<file path="src/rtl/alu.sv">
// 32-bit MIPS-style EX-stage ALU with registered result, zero and overflow flags.
// One clock of latency; a new operation is accepted on every rising edge.
module alu #(
    parameter int WIDTH = 32
) (
    input  logic             clk,
    input  logic             reset,
    input  logic [WIDTH-1:0] rsdata,
    input  logic [WIDTH-1:0] rtdataOrextimm,
    input  logic [3:0]       ALUctrl,
    output logic [WIDTH-1:0] ALUResult,
    output logic             zero,
    output logic             overflow
);

    localparam logic [3:0] OP_AND = 4'b0000;
    localparam logic [3:0] OP_OR  = 4'b0001;
    localparam logic [3:0] OP_ADD = 4'b0010;
    localparam logic [3:0] OP_SUB = 4'b0110;
    localparam logic [3:0] OP_SLT = 4'b0111;
    localparam logic [3:0] OP_NOR = 4'b1100;

    logic [WIDTH-1:0] a;
    logic [WIDTH-1:0] b;
    logic [WIDTH-1:0] sum;
    logic [WIDTH-1:0] diff;
    logic             a_s;
    logic             b_s;
    logic             add_ovf;
    logic             sub_ovf;
    logic             slt;

    logic [WIDTH-1:0] result_d;
    logic [WIDTH-1:0] result_q;
    logic             zero_d;
    logic             zero_q;
    logic             ovf_d;
    logic             ovf_q;

    assign a    = rsdata;
    assign b    = rtdataOrextimm;
    assign sum  = a + b;
    assign diff = a - b;
    assign a_s  = a[WIDTH-1];
    assign b_s  = b[WIDTH-1];

    assign add_ovf = (a_s == b_s) && (sum[WIDTH-1] != a_s);
    assign sub_ovf = (a_s != b_s) && (diff[WIDTH-1] != a_s);

    // Differing signs decide the order directly, so an overflowing
    // subtraction can never corrupt the comparison.
    assign slt = (a_s != b_s) ? a_s : diff[WIDTH-1];

    always_comb begin
        result_d = '0;
        ovf_d    = 1'b0;
        case (ALUctrl)
            OP_AND: result_d = a & b;
            OP_OR:  result_d = a | b;
            OP_ADD: begin
                result_d = sum;
                ovf_d    = add_ovf;
            end
            OP_SUB: begin
                result_d = diff;
                ovf_d    = sub_ovf;
            end
            OP_SLT: result_d = {{(WIDTH-1){1'b0}}, slt};
            OP_NOR: result_d = ~(a | b);
            default: begin
                result_d = '0;
                ovf_d    = 1'b0;
            end
        endcase
        zero_d = (result_d == '0);
    end

    always_ff @(posedge clk or posedge reset) begin
        if (reset) begin
            result_q <= '0;
            zero_q   <= 1'b1;
            ovf_q    <= 1'b0;
        end else begin
            result_q <= result_d;
            zero_q   <= zero_d;
            ovf_q    <= ovf_d;
        end
    end

    assign ALUResult = result_q;
    assign zero      = zero_q;
    assign overflow  = ovf_q;

endmodule

</file>
<file path="config.mk">
export PLATFORM = sky130hd
export DESIGN_NAME = alu
export DESIGN_NICKNAME = d
export VERILOG_FILES = /design/src/rtl/alu.sv
export SDC_FILE = /design/constraint.sdc
export NUM_CORES = 1
export LEC_CHECK = 0
export BUFFER_PORTS_ARGS = -buffer_cell sky130_fd_sc_hd__clkbuf_2
export CAP_MARGIN = 20
export CORE_MARGIN = 1.5
export CORE_UTILIZATION = 64
export DETAILED_ROUTE_END_ITERATION = 12
export PLACE_DENSITY = 0.92
export SLEW_MARGIN = 20
export SYNTH_ARGS = -nofsm -noshare
export SYNTH_HDL_FRONTEND = slang
export SYNTH_SLANG_ARGS = --single-unit
export TNS_END_PERCENT = 30
</file>
<file path="constraint.sdc">
create_clock -name clk -period 2.55 [get_ports clk]
set_input_delay 0.3825 -clock clk [delete_from_list [all_inputs] [get_ports clk]]
set_output_delay 0.3825 -clock clk [all_outputs]
set_load 0.005 [all_outputs]
</file>
==> impl_metrics.toml, run 1 <==
[status]
status = "stopped before the end"
lastStage = "detailed placement"
stop_error = "Error: detail_place.tcl, 38 bad optional access"

[yosys]
syn_area_um2 = 6310
synth.top_cell.area_share_pct = 20.2
syn_area_per_cell_um2 = 7.31
syn_nets = 1039
synth_edf_count = 0
yosysSeqAreaShare_pct = 13.5
synth_common_cells = "102 x ha_1, 98 x nor2_1, 90 x inv_1, 63 x a21oi_1, 51 x o21ai_0"
synth_top_cell_by_area = "ha_1"
yosysMostFrequentCell = "ha_1"
ys_ff_latch = 34
synth_area_leaders = "ha_1 20%, dfrtp_1 13%, nor2_1 5.8%"
yosys_warnings = 0
async_reset_ff_share_pct = 100
yosysUniqueCellTypes = 89
syn_inst = 864
ys.flop_type = "dfrtp_1"

[floorplan]
start_util_pct = 65.2
rows = 36
fp.dieH_um = 102
fp.dieW_um = 102
io_pins = 104

[place]
port_buffers = 103
place_congestion = 1.17
==> metrics by stage <==
stage	cell area [um2]	std cells	setup TNS, ns
floorplan	6380	864	-6.77
global placement	9660	1428	-19.69
==> cells by family after synthesis <==
kind of cell | synth area share (%)
flip-flops | 13.5
multiplexers | 1.66
AND/OR/NAND/NOR | 22.1
AO/OA/AOI/OAI | 31.0
adder cells (fa/ha/maj) | 21.2
buffers and inverters | 8.68
XOR/XNOR | 1.94
==> run 2: changes to the inputs <==
- CORE_UTILIZATION: 64 -> 40
- PLACE_DENSITY: 0.92 -> not set
- PLACE_DENSITY_LB_ADDON: not set -> 0.15
==> impl_metrics.toml, run 2 <==
[status]
status = "finished with violations"
violations = "setup timing"

[power_and_ir_drop]
total_power_mw = 3.69
vdd_drop_max_uv = 302
power_density_nw_per_um2 = 332
leakagePower_nw = 5.68

[yosys]
syn_inst = 864
synth_area_leaders = "ha_1 20%, dfrtp_1 13%, nor2_1 5.8%"
syn_nets = 1039
yosysUniqueCellTypes = 89
ys.flop_type = "dfrtp_1"
yosysSeqAreaShare_pct = 13.5
synth.top_cell.area_share_pct = 20.2
yosys_warnings = 0
syn_area_per_cell_um2 = 7.31
ys_ff_latch = 34
async_reset_ff_share_pct = 100
synth_edf_count = 0
synth_top_cell_by_area = "ha_1"
yosysMostFrequentCell = "ha_1"
synth_common_cells = "102 x ha_1, 98 x nor2_1, 90 x inv_1, 63 x a21oi_1, 51 x o21ai_0"
syn_area_um2 = 6310

[layout]
diodes = 0
largest_register_ffs = 32
fin_nets = 1520
finalInstanceArea_um2 = 11100
final_cell_mix = "391 x buf_4, 97 x clkbuf_2, 92 x nor2_1"
final_common_cell = "buf_4"
drive_gt1_share_pct = 49.8
synthToLayoutAreaGrowth_pct = 76.2

[timing]
fin_crit_ns = 5.37
fin_tns_setup_ns = -9.96
finalSetupViolCount = 16
rsz0062_at_grt = "true"
finalWorstSetupSlack_ns = -2.82
hold_viol_final = 0
post-route-period-util_pct = 211
slew-limit-headroom_pct = 60.9
worst_pin_slew_ns = 0.583
timing.hold.ws_ns = 0.177
clock.fmax_ghz = 0.186
slew_viol_final = 0

[floorplan]
start_util_pct = 41.2
rows = 45
fp.dieH_um = 129
core_um2 = 15300
die_area_um2 = 16500
io_pins = 104
fp.dieW_um = 129

[critical_path]
startpoint_type = "input port"
cp_max_fo = 3
worstSetupPathType = "in -> reg"
critPathMaxStageDelay_ns = 0.54
required_ns = 2.74
endpoint_kind = "flop"
path_common_cell = "nor2_1"
crit_slowest_cell = "or4_4"
critPathArrivalTime_ns = 5.56

[route]
totalWireLength_um = 26500
first_iter_violations = 859
wl_per_cell_um = 17.0
drtPass1Iterations = 6
vias_per_cell = 5.53
antenna_left = 0
vias = 8610
route.detailed.drc = 0

[global_routing]
grt_overflow = 0
grt_max_degree = 35
grt_pass1_vias = 8274
grt_pass1_wl_um = 41600
grt_usage_pct = 31.6
antenna_found_initial = 0

[place]
hpwlAfterDp_um = 20900
place_congestion = 0.974
dpl_cell_area_um2 = 9880
pre_cts_ws_ns = -3.11
port_buffers = 103

[clocking]
numCtsBuffers = 5
hold_buffers = 0
cts-root-buf = "clkbuf_16"
clkSinkCount = 34
cts_tree = "yes"
cts_max_level = 2
clk_path_buf_depth = 2
clk_pin_slew_ns = 0.06

[hold_path]
min_path_type = "in -> async"

[flow_run]
drv_cap = 0
[run 2: cell counts after synthesis]
No cell type changed its count.
[run 2: cell type report]
| cell class | instances | area (um2) |
|---|---|---|
| clock buffers | 5 | 125 |
| clock inverters | 3 | 68.8 |
| fillers | 1282 | 4190 |
| inverters | 92 | 370 |
| multi-input cells | 694 | 5660 |
| flip-flops and latches | 34 | 852 |
| well taps | 211 | 264 |
| repair buffers | 518 | 3780 |
[run 2: critical path, delay by kind of cell]
kind / cells / cell delay, ns
adders and majority gates: 2 / 0.57
AOI/OAI and AO/OA: 6 / 0.80
buffers and inverters: 2 / 0.15
and+or+nand+nor: 15 / 3.68
[run 2: worst paths after layout]
kind | startpoint | endpoint | slack, ns
max | rsdata[11] | zero$_DFF_PP1_ | -2.82
min | reset | ALUResult[6]$_DFF_PP0_ | 0.18
max in group asynchronous | reset | zero$_DFF_PP1_ | 2.04
min in group clk | rsdata[31] | overflow$_DFF_PP0_ | 0.62
[run 2: repair_timing]
action | CTS | global route
buffers inserted | 18 | 15
pin swaps | 23 | 21
gates resized for setup | 134 | 56
endpoints found under the setup margin | 24 | 25
[run 2: where the power goes]
group,total [mW],internal [mW],switching (mW)
clock,0.786,0.561,0.225
combinational,2.29,1.17,1.11
sequential,0.618,0.598,0.0197
total,3.69,2.33,1.36
[run 2: metal layers]
metal	track usage, %	wire, um	vias up
met4	10.4	918	0
met1	42.0	11400	3991
li1	-	-	4108
met2	52.7	12000	423
met5	0	0	-
met3	4.66	2180	88
[run 2: logic make-up after synthesis]
group                    Yosys count  share of synthesized area, %
flip-flops                        34                          13.5
buffers and inverters            136                          8.68
AO/OA/AOI/OAI                    287                          31.0
multiplexers                      10                          1.66
XOR/XNOR                          14                          1.94
AND/OR/NAND/NOR                  278                          22.1
adder cells (fa/ha/maj)          105                          21.2
[run 2: stage by stage]
step	cells	util (%)
5_1_grt	1557	72.6
2_1_floorplan	864	-
3_5_place_dp	1522	64.5
6_report	1557	72.6
3_3_place_gp	1522	64.5
4_1_cts	1548	70.6
Note: power is estimated with default switching activity, not from simulation.
==> run 3: changes to the inputs <==
- REMOVE_ABC_BUFFERS: not set -> 1
- clock period: 2.55 -> 5.55 ns (I/O delays scaled with it)
==> impl_metrics.toml, run 3 (synthesis gave the netlist of run 2 again) <==
[floorplan]
rows = 45
fp.dieW_um = 129
io_pins = 104
core_um2 = 15300
fp.dieH_um = 129
die_area_um2 = 16500
start_util_pct = 41.2

[clocking]
clk_path_buf_depth = 2
cts-root-buf = "clkbuf_16"
cts_tree = "yes"
clk_pin_slew_ns = 0.06
cts_max_level = 2
hold_buffers = 0
numCtsBuffers = 5
clkSinkCount = 34

[timing]
worst_pin_slew_ns = 0.842
clock.fmax_ghz = 0.171
finalWorstSetupSlack_ns = -0.304
hold_viol_final = 0
slew-limit-headroom_pct = 43.7
finalSetupViolCount = 1
fin_tns_setup_ns = -0.304
fin_crit_ns = 5.85
post-route-period-util_pct = 105
slew_viol_final = 0
rsz0062_at_grt = "true"

[route]
drtPass1Iterations = 7
vias = 7432
first_iter_violations = 851
wl_per_cell_um = 16.8
route.detailed.drc = 0
antenna_left = 0
totalWireLength_um = 22300
vias_per_cell = 5.60

[global_routing]
grt_usage_pct = 27.0
grt_pass1_vias = 7011
antenna_found_initial = 0
grt_pass1_wl_um = 35700
grt_max_degree = 35
grt_overflow = 0

[place]
dpl_cell_area_um2 = 8270
port_buffers = 103
place_congestion = 0.972
hpwlAfterDp_um = 17800

[critical_path]
cp_max_fo = 3
worstSetupPathType = "in -> reg"
startpoint_type = "input port"
crit_slowest_cell = "or4_4"
critical-path-top-delay-family = "simple AND/OR/NAND/NOR gates"
critPathArrivalTime_ns = 6.05
required_ns = 5.74
path_buf_inv = 2
endpoint_kind = "flop"
critPathMaxStageDelay_ns = 0.56

[power_and_ir_drop]
power_density_nw_per_um2 = 161
power.switching_uw = 523
pwr-share-comb_pct = 53.5
power_frac_clock_pct = 26.0
leakagePower_nw = 4.41
total_power_mw = 1.39
vdd_drop_max_uv = 130
p_int_uw = 863
seqPwrFrac_pct = 20.5
switching_share_pct = 37.7

[layout]
utilization_pct = 56.3
fin_nets = 1289
nFillCells = 1506
finalInstanceArea_um2 = 8620
final_cell_mix = "184 x buf_4, 103 x clkbuf_2, 99 x ha_1"
synthToLayoutAreaGrowth_pct = 36.5
drive_gt1_share_pct = 31.0
largest_register_ffs = 32
diodes = 0
final_common_cell = "buf_4"

[status]
violations = "setup timing"
status = "finished with violations"

[flow_run]
drv_cap = 0

[hold_path]
min_path_type = "in -> async"
-- run 3: cell types whose count changed in the layout (fill, tap and decap cells not counted), sizes merged --
cell,change
buf,-235
clkbuf,+4
-- run 3: area by class of cell --
class	instances	area [um2]	area share (%)
tap	211	264	3.06
multi-input combinational	694	5070	58.8
timing repair buffer	287	1900	22.0
inverter	92	345	4.01
clock inverter	3	68.8	0.798
sequential	34	852	9.89
clock buffer	5	125	1.45
-- run 3: metal layers --
metal,GRT usage [%],vias up,routed length (um)
met4,8.20,0,579
met5,0,-,0
met2,43.4,358,9770
met3,4.53,49,1970
li1,-,3634,-
met1,37.0,3391,9970
-- run 3: repair_timing --
| action | in CTS | in global routing |
|---|---|---|
| resized for setup | 17 | 11 |
| buffers inserted | 1 | 1 |
| endpoints found under the setup margin | 1 | 1 |
| pin swaps | 8 | 3 |
-- run 3: power by group through the flow --
stage,Sequential [mW],Combinational [mW],Clock (mW)
floorplan,0.290,0.381,0
global placement,0.289,0.704,0
detailed placement,0.289,0.704,0
CTS,0.284,0.718,0.363
global route,0.286,0.810,0.375
finish,0.284,0.742,0.360
-- run 3: tightest hold or removal path, stage by stage --
cell and delay [ns]:
clkbuf_2 0.08, inv_1 0.04, buf_4 0.38
-- run 3: per-stage QoR --
step	hold slack [ns]	worst slack, ns	cells
6_report	0.627	-0.304	1326
5_1_grt	0.664	-0.498	1326
4_1_cts	0.640	-0.316	1325
3_5_place_dp	0.926	-0.983	1316
3_3_place_gp	0.929	-0.759	1316
2_1_floorplan	0.932	-0.442	820
-- run 3: path summary, 6_finish.rpt --
path / startpoint / endpoint / slack, ns / cells after the start
min: reset / ALUResult[5]$_DFF_PP0_ / 0.63 / 3
min in group clk: rsdata[31] / overflow$_DFF_PP0_ / 0.99 / 4
max: rsdata[12] / zero$_DFF_PP1_ / -0.30 / 25
max in group asynchronous: reset / zero$_DFF_PP1_ / 4.59 / 3
